**src/rtl/battleship_pkg.sv**
```systemverilog
// rtl/battleship_pkg.sv - shared types and helpers for the battleship shot controller
package battleship_pkg;

  localparam int ROWS = 8;
  localparam int COLS = 8;

  typedef enum logic [2:0] {
    ST_IDLE,
    ST_PLAY,
    ST_EVAL,
    ST_WAIT_REL,
    ST_OVER
  } state_e;

  function automatic logic [5:0] CELL_IDX(input logic [2:0] r, input logic [2:0] c);
    return {r, c};
  endfunction

endpackage

```
**src/rtl/battleship_debounce.sv**
```systemverilog
// rtl/battleship_debounce.sv - 2-flop synchroniser plus stable-sample debouncer
module battleship_debounce #(
  parameter int DEBOUNCE_CYC = 16
) (
  input  logic clk,
  input  logic rst,
  input  logic din,
  output logic db,
  output logic rise
);

  localparam int CW = (DEBOUNCE_CYC > 1) ? $clog2(DEBOUNCE_CYC) : 1;

  logic          s1_q, s1_d;
  logic          s2_q, s2_d;
  logic [CW-1:0] cnt_q, cnt_d;
  logic          db_q, db_d;
  logic          rise_q, rise_d;

  // The counter only runs while the synced level disagrees with the accepted one.
  always_comb begin
    s1_d   = din;
    s2_d   = s1_q;
    cnt_d  = '0;
    db_d   = db_q;
    rise_d = 1'b0;
    if (s2_q != db_q) begin
      if (cnt_q == CW'(DEBOUNCE_CYC - 1)) begin
        db_d   = s2_q;
        rise_d = s2_q;
      end else begin
        cnt_d = cnt_q + 1'b1;
      end
    end
  end

  always_ff @(posedge clk or posedge rst) begin
    if (rst) begin
      s1_q   <= 1'b0;
      s2_q   <= 1'b0;
      cnt_q  <= '0;
      db_q   <= 1'b0;
      rise_q <= 1'b0;
    end else begin
      s1_q   <= s1_d;
      s2_q   <= s2_d;
      cnt_q  <= cnt_d;
      db_q   <= db_d;
      rise_q <= rise_d;
    end
  end

  assign db   = db_q;
  assign rise = rise_q;

endmodule

```
**src/rtl/battleship_shot_ctrl.sv**
```systemverilog
// rtl/battleship_shot_ctrl.sv - game FSM, hit/miss maps and LED column scan
module battleship_shot_ctrl
  import battleship_pkg::*;
#(
  parameter int SCAN_DIV     = 1000,
  parameter int DEBOUNCE_CYC = 16,
  parameter int SHOTS_MAX    = 24,
  parameter int BLINK_SCANS  = 8
) (
  input  logic        clk,
  input  logic        rst,
  input  logic [0:63] ship_map,
  input  logic [2:0]  row,
  input  logic [2:0]  col,
  input  logic        fire_raw,
  input  logic        new_game,
  output logic [2:0]  scan_col,
  output logic [0:7]  out_r,
  output logic [0:7]  out_g,
  output logic [5:0]  shots_left,
  output logic [6:0]  hits,
  output logic        shot_hit,
  output logic        shot_miss,
  output logic        shot_dup,
  output logic        game_over,
  output logic        game_won
);

  localparam int PW = $clog2(SCAN_DIV);
  localparam int BW = (BLINK_SCANS > 1) ? $clog2(BLINK_SCANS) : 1;

  logic fire_db, fire_evt;

  battleship_debounce #(.DEBOUNCE_CYC(DEBOUNCE_CYC)) u_fire_db (
    .clk  (clk),
    .rst  (rst),
    .din  (fire_raw),
    .db   (fire_db),
    .rise (fire_evt)
  );

  state_e        state_q, state_d;
  logic [0:63]   shot_q, shot_d;
  logic [0:63]   hit_q, hit_d;
  logic [0:63]   ship_q, ship_d;
  logic [5:0]    shots_q, shots_d;
  logic [6:0]    hits_q, hits_d;
  logic [6:0]    total_q, total_d;
  logic [5:0]    cell_q, cell_d;
  logic          hit_p_q, hit_p_d;
  logic          miss_p_q, miss_p_d;
  logic          dup_p_q, dup_p_d;
  logic          over_q, over_d;
  logic          won_q, won_d;
  logic [PW-1:0] presc_q, presc_d;
  logic [2:0]    col_q, col_d;
  logic [BW-1:0] bcnt_q, bcnt_d;
  logic          phase_q, phase_d;
  logic [0:7]    r_q, r_d;
  logic [0:7]    g_q, g_d;
  logic [6:0]    ship_pop;

  always_comb begin
    ship_pop = '0;
    for (int i = 0; i < ROWS * COLS; i++) begin
      ship_pop = ship_pop + 7'(ship_map[i]);
    end
  end

  always_comb begin
    state_d  = state_q;
    shot_d   = shot_q;
    hit_d    = hit_q;
    ship_d   = ship_q;
    shots_d  = shots_q;
    hits_d   = hits_q;
    total_d  = total_q;
    cell_d   = cell_q;
    hit_p_d  = 1'b0;
    miss_p_d = 1'b0;
    dup_p_d  = 1'b0;
    over_d   = over_q;
    won_d    = won_q;
    if (new_game) begin
      shot_d  = '0;
      hit_d   = '0;
      ship_d  = ship_map;
      shots_d = 6'(SHOTS_MAX);
      hits_d  = '0;
      total_d = ship_pop;
      over_d  = 1'b0;
      won_d   = 1'b0;
      state_d = ST_PLAY;
    end else begin
      case (state_q)
        ST_PLAY: begin
          if (fire_evt) begin
            cell_d  = CELL_IDX(row, col);
            state_d = ST_EVAL;
          end
        end
        ST_EVAL: begin
          state_d = ST_WAIT_REL;
          if (shot_q[cell_q]) begin
            dup_p_d = 1'b1;
          end else begin
            shot_d[cell_q] = 1'b1;
            shots_d        = shots_q - 6'd1;
            if (ship_q[cell_q]) begin
              hit_d[cell_q] = 1'b1;
              hits_d        = hits_q + 7'd1;
              hit_p_d       = 1'b1;
            end else begin
              miss_p_d = 1'b1;
            end
          end
        end
        ST_WAIT_REL: begin
          // Win is tested first so a last-shot sink still counts as won.
          if (!fire_db) begin
            if (hits_q == total_q) begin
              state_d = ST_OVER;
              over_d  = 1'b1;
              won_d   = 1'b1;
            end else if (shots_q == 6'd0) begin
              state_d = ST_OVER;
              over_d  = 1'b1;
            end else begin
              state_d = ST_PLAY;
            end
          end
        end
        default: ;
      endcase
    end
  end

  always_comb begin
    presc_d = presc_q + 1'b1;
    col_d   = col_q;
    bcnt_d  = bcnt_q;
    phase_d = phase_q;
    r_d     = r_q;
    g_d     = g_q;
    if (presc_q == PW'(SCAN_DIV - 1)) begin
      presc_d = '0;
      col_d   = col_q + 3'd1;
      if (col_q == 3'(COLS - 1)) begin
        if (bcnt_q == BW'(BLINK_SCANS - 1)) begin
          bcnt_d  = '0;
          phase_d = ~phase_q;
        end else begin
          bcnt_d = bcnt_q + 1'b1;
        end
      end
      for (int r = 0; r < ROWS; r++) begin
        r_d[r] = hit_q[CELL_IDX(3'(r), col_d)];
        g_d[r] = shot_q[CELL_IDX(3'(r), col_d)] & ~hit_q[CELL_IDX(3'(r), col_d)];
      end
      // Cursor blink overlays the new column while a game is live.
      if (phase_d && (col_d == col) && (state_q inside {ST_PLAY, ST_EVAL, ST_WAIT_REL})) begin
        r_d[row] = 1'b1;
        g_d[row] = 1'b1;
      end
    end
  end

  always_ff @(posedge clk or posedge rst) begin
    if (rst) begin
      state_q  <= ST_IDLE;
      shot_q   <= '0;
      hit_q    <= '0;
      ship_q   <= '0;
      shots_q  <= 6'(SHOTS_MAX);
      hits_q   <= '0;
      total_q  <= '0;
      cell_q   <= '0;
      hit_p_q  <= 1'b0;
      miss_p_q <= 1'b0;
      dup_p_q  <= 1'b0;
      over_q   <= 1'b0;
      won_q    <= 1'b0;
      presc_q  <= '0;
      col_q    <= '0;
      bcnt_q   <= '0;
      phase_q  <= 1'b0;
      r_q      <= '0;
      g_q      <= '0;
    end else begin
      state_q  <= state_d;
      shot_q   <= shot_d;
      hit_q    <= hit_d;
      ship_q   <= ship_d;
      shots_q  <= shots_d;
      hits_q   <= hits_d;
      total_q  <= total_d;
      cell_q   <= cell_d;
      hit_p_q  <= hit_p_d;
      miss_p_q <= miss_p_d;
      dup_p_q  <= dup_p_d;
      over_q   <= over_d;
      won_q    <= won_d;
      presc_q  <= presc_d;
      col_q    <= col_d;
      bcnt_q   <= bcnt_d;
      phase_q  <= phase_d;
      r_q      <= r_d;
      g_q      <= g_d;
    end
  end

  assign scan_col   = col_q;
  assign out_r      = r_q;
  assign out_g      = g_q;
  assign shots_left = shots_q;
  assign hits       = hits_q;
  assign shot_hit   = hit_p_q;
  assign shot_miss  = miss_p_q;
  assign shot_dup   = dup_p_q;
  assign game_over  = over_q;
  assign game_won   = won_q;

endmodule
```
**config.mk**
```make
export PLATFORM = sky130hd
export DESIGN_NAME = battleship_shot_ctrl
export DESIGN_NICKNAME = d
export VERILOG_FILES = /design/src/rtl/battleship_pkg.sv /design/src/rtl/battleship_debounce.sv /design/src/rtl/battleship_shot_ctrl.sv
export SDC_FILE = /design/constraint.sdc
export NUM_CORES = 1
export LEC_CHECK = 0
export BUFFER_PORTS_ARGS = -buffer_cell sky130_fd_sc_hd__buf_2
export CAP_MARGIN = 20
export CORE_UTILIZATION = 55
export DETAILED_ROUTE_END_ITERATION = 6
export PLACE_DENSITY = 0.75
export SLEW_MARGIN = 10
export SYNTH_ARGS = -nofsm -noshare
export SYNTH_HDL_FRONTEND = slang
export SYNTH_SLANG_ARGS = --single-unit
```
**constraint.sdc**
```tcl
create_clock -name clk -period 10 [get_ports clk]
set_input_delay 1.5 -clock clk [delete_from_list [all_inputs] [get_ports clk]]
set_output_delay 1.5 -clock clk [all_outputs]
set_load 0.02 [all_outputs]
```
==> impl_results.md <==
* Vias per cell at 6.22
* Most common cell after layout, fill and taps aside: dfrtp_1
* HP Start: u_fire_db.s1_q
* Vias post-DR at 11,000
* Net Count, Synth at 1,487
* Grt total ovfl at 0
* Crit path DAT at 7.25 ns
* Worst Path Required at 10.40 ns
* Crit path time final at 6.84 ns
* Row Count at 60
* Critical Path, Cell by Cell: buf_2 -> inv_1 -> fa_1 -> inv_1 -> fa_1 -> fa_1 -> inv_1 -> fa_1 -> inv_1 -> fa_1 -> fa_1 -> fa_1 -> inv_1 -> fa_1 -> inv_1 -> fa_1 -> a21o_1 -> a21oi_1 -> nor2b_1 -> nor2_1 -> nor2_1 -> nor2_1 -> a21oi_1
* Peak VDD IR at 0.000553 V
* Largest net degree at the start of global routing at 121
* Synthesized instance count at 1,336
* Total negative slack at 0 ns
* Final slew viol count at 0
* Synth Flop Type: dfrtp_1
* Die Area at 0.0282 mm2
* CP Capture Type: flop
* Post-synthesis sequential area ratio at 0.442
* Netlist cell types at 67
* WL/cell at 20.7 um
* Hold Path End: u_fire_db.s2_q
* Least-Margin Pin Slew at 0.988 ns
* Die extent in y at 168 um
* Final Hold Fails at 0
* PostCTS Resize Cnt at 0
* Layout cell share with drive strength beyond 1 at 0.247
* EDFF count, synth at 0
* Max FO, Critical Path at 2
* IO buf count at 110
* Vias in the first global route at 11,100
* Setup Buffers After CTS at 0
* Htree depth at 1
* Final net count at 1,545
* Top-level port count at 111
* Mapped Area at 0.0151 mm2
* Max Freq at 146 MHz
* Mean Syn Cell Area at 11.3 um2
* Post-route ant nets at 0
* R2r worst-path depth at 9
* Post-CTS Hold Buffers at 0
* Origin of the worst setup path: ship_map[28]
* Initial detailed-routing violation count at 837
* Pwr Density at 260 mW/mm2
* Lkg Pwr at 0.00738 uW
* Sink Count at 267
* Post-DP HPWL at 23,700 um
* Core Util, Final at 0.625
* Max-slew headroom at 0.339
* Reg-to-reg slack, setup at 5.68 ns
* Reg2reg end: hit_q[13]
* # DRC at 0
* Starting density of the core at 0.561
* CTS buffer count at 30
* Hold slack final at 0.357 ns
* Largest stage delay, worst path at 0.56 ns
* Crit Reg-Reg Startpoint: cell_q[1]
* CTS tree: done
* Synthesized flop and latch total at 267
* Layout area overhead at 11.4%
* Clk_lat worst skew at 0.55 ns
* # Max-Cap Violations at 0
* CP max stage cell: fa_1
* CP Launch Type: input pin
* CTS Root Cell: clkbuf_16
* Yosys warns at 0
* Final Skew at 0.0162 ns
* CP most frequent cell: fa_1
* Core Area at 0.0270 mm2
* Outcome: complete, no violations
* Hold Crit Class: flop to flop
* Detailed Route WL at 36,400 um
* Gpl congestion at 0.864
* DR pass1 iterations at 5
* WS Path Type: input pin to flop
* Most frequent cells in the layout: 262 x dfrtp_1, 186 x inv_1, 126 x nor2_1
* Die extent in x at 168 um
* FFs w/ async S/R, synth at 1.00
* Total track usage at 0.266
* Clock Pin Slew Worst Setup and Hold Paths at 0.06 ns
* First-pass GRT wire length at 59,500 um
* Final period util at 0.684
* Worst Hold Depth at 0
* RSZ-0062 raised after global routing: no
* Max Root-Sink Buffers at 3
* Initial antenna violation count at 5
* Final setup viols at 0
## flip-flops by register name (all words and copies together) (netlist names), 3 cells and up
signal and cells:
scan_col 3, u_fire_db.cnt_q 4, shots_left 6, bcnt_q 3
out_g 8, cell_q 6, state_q 3, hit_q 64
ship_q 64, shot_q 64, presc_q 10, out_r 8
hits 7, total_q 7
## synthesized netlist by cell type, types with 4 or more instances
master | n | area share
o32ai_1 | 46 | 0.027
and4_1 | 5 | 0.0029
a41oi_1 | 65 | 0.038
buf_1 | 11 | 0.0027
o22a_1 | 4 | 0.0023
a21oi_1 | 38 | 0.013
o32ai_2 | 19 | 0.020
dfrtp_1 | 265 | 0.44
nor4_1 | 7 | 0.0029
mux4_2 | 42 | 0.063
o22ai_1 | 7 | 0.0029
nand2_1 | 38 | 0.0094
a22oi_1 | 9 | 0.0045
mux2_2 | 93 | 0.069
ha_1 | 23 | 0.019
buf_4 | 5 | 0.0025
nand3_1 | 18 | 0.0060
and3_1 | 5 | 0.0021
xnor2_1 | 15 | 0.0087
nor3b_1 | 4 | 0.0020
o21ai_0 | 14 | 0.0046
nor3_1 | 8 | 0.0026
buf_6 | 10 | 0.0074
buf_2 | 14 | 0.0046
mux2i_1 | 26 | 0.017
and3b_1 | 4 | 0.0023
o21a_1 | 4 | 0.0020
xor2_1 | 11 | 0.0064
o31ai_1 | 4 | 0.0020
a221oi_1 | 8 | 0.0046
nand3b_1 | 7 | 0.0035
a31oi_1 | 4 | 0.0017
inv_1 | 187 | 0.046
nor2_1 | 126 | 0.031
nor2b_1 | 13 | 0.0054
nand4_1 | 5 | 0.0021
clkbuf_1 | 60 | 0.015
fa_1 | 54 | 0.072
nand2b_1 | 6 | 0.0025
## final cells by class
cell class,count,area [um2]
diodes,2,5.00
clock buffers,46,922
clock inverters,9,148
fillers,2108,10100
inverters,189,717
multi-input cells,780,7250
flip-flops and latches,267,6690
well taps,341,427
repair buffers,126,679
## worst max-delay path, delay by kind of cell
kind                     cells  cell delay, ns
buffers and inverters        7            0.45
AO/OA/AOI/OAI                3            0.44
adder cells (fa/ha/maj)      9            4.57
AND/OR/NAND/NOR              4            0.27
## power breakdown
part           leakage [uW]  total [uW]  internal, uW  switching [uW]
clock              0.000526        1170           733             437
combinational       0.00338        2030           995            1030
sequential          0.00347        1170          1140            28.1
total               0.00738        4370          2870            1500
## worst max-delay path by stage
stage,end,slack [ns],depth (start not counted)
final,total_q[6],3.16,23
after global routing,total_q[6],2.87,23
after CTS,total_q[6],3.15,23
after detailed placement,total_q[6],2.57,23
after global placement,total_q[6],2.65,23
after floorplan,bcnt_q[0],1.15,1
## stage by stage
stage | setup WS [ns] | instances | instance area [um2] | power [uW]
floorplan | 1.15 | 1336 | 15100 | 2840
global placement | 2.65 | 1703 | 15800 | 3200
detailed placement | 2.57 | 1703 | 15800 | 3250
CTS | 3.15 | 1758 | 16800 | 4430
global route | 2.87 | 1758 | 16800 | 4760
finish | 3.16 | 1760 | 16800 | 4370
## logic make-up after synthesis
kind of cell    share of synthesized area
simple gates                       0.0887
buf+inv                            0.0791
xor+xnor                           0.0151
flops                               0.442
fa+ha+maj                          0.0905
mux                                 0.151
compound gates                      0.134
## routing by layer
metal	track usage	share of wire	routed length [um]
met2	0.432	0.48	17300
met1	0.352	0.40	14700
met5	0	0.00088	32
met3	0.0663	0.087	3190
met4	0.0862	0.032	1160
Power figures use the tool's default switching activity.
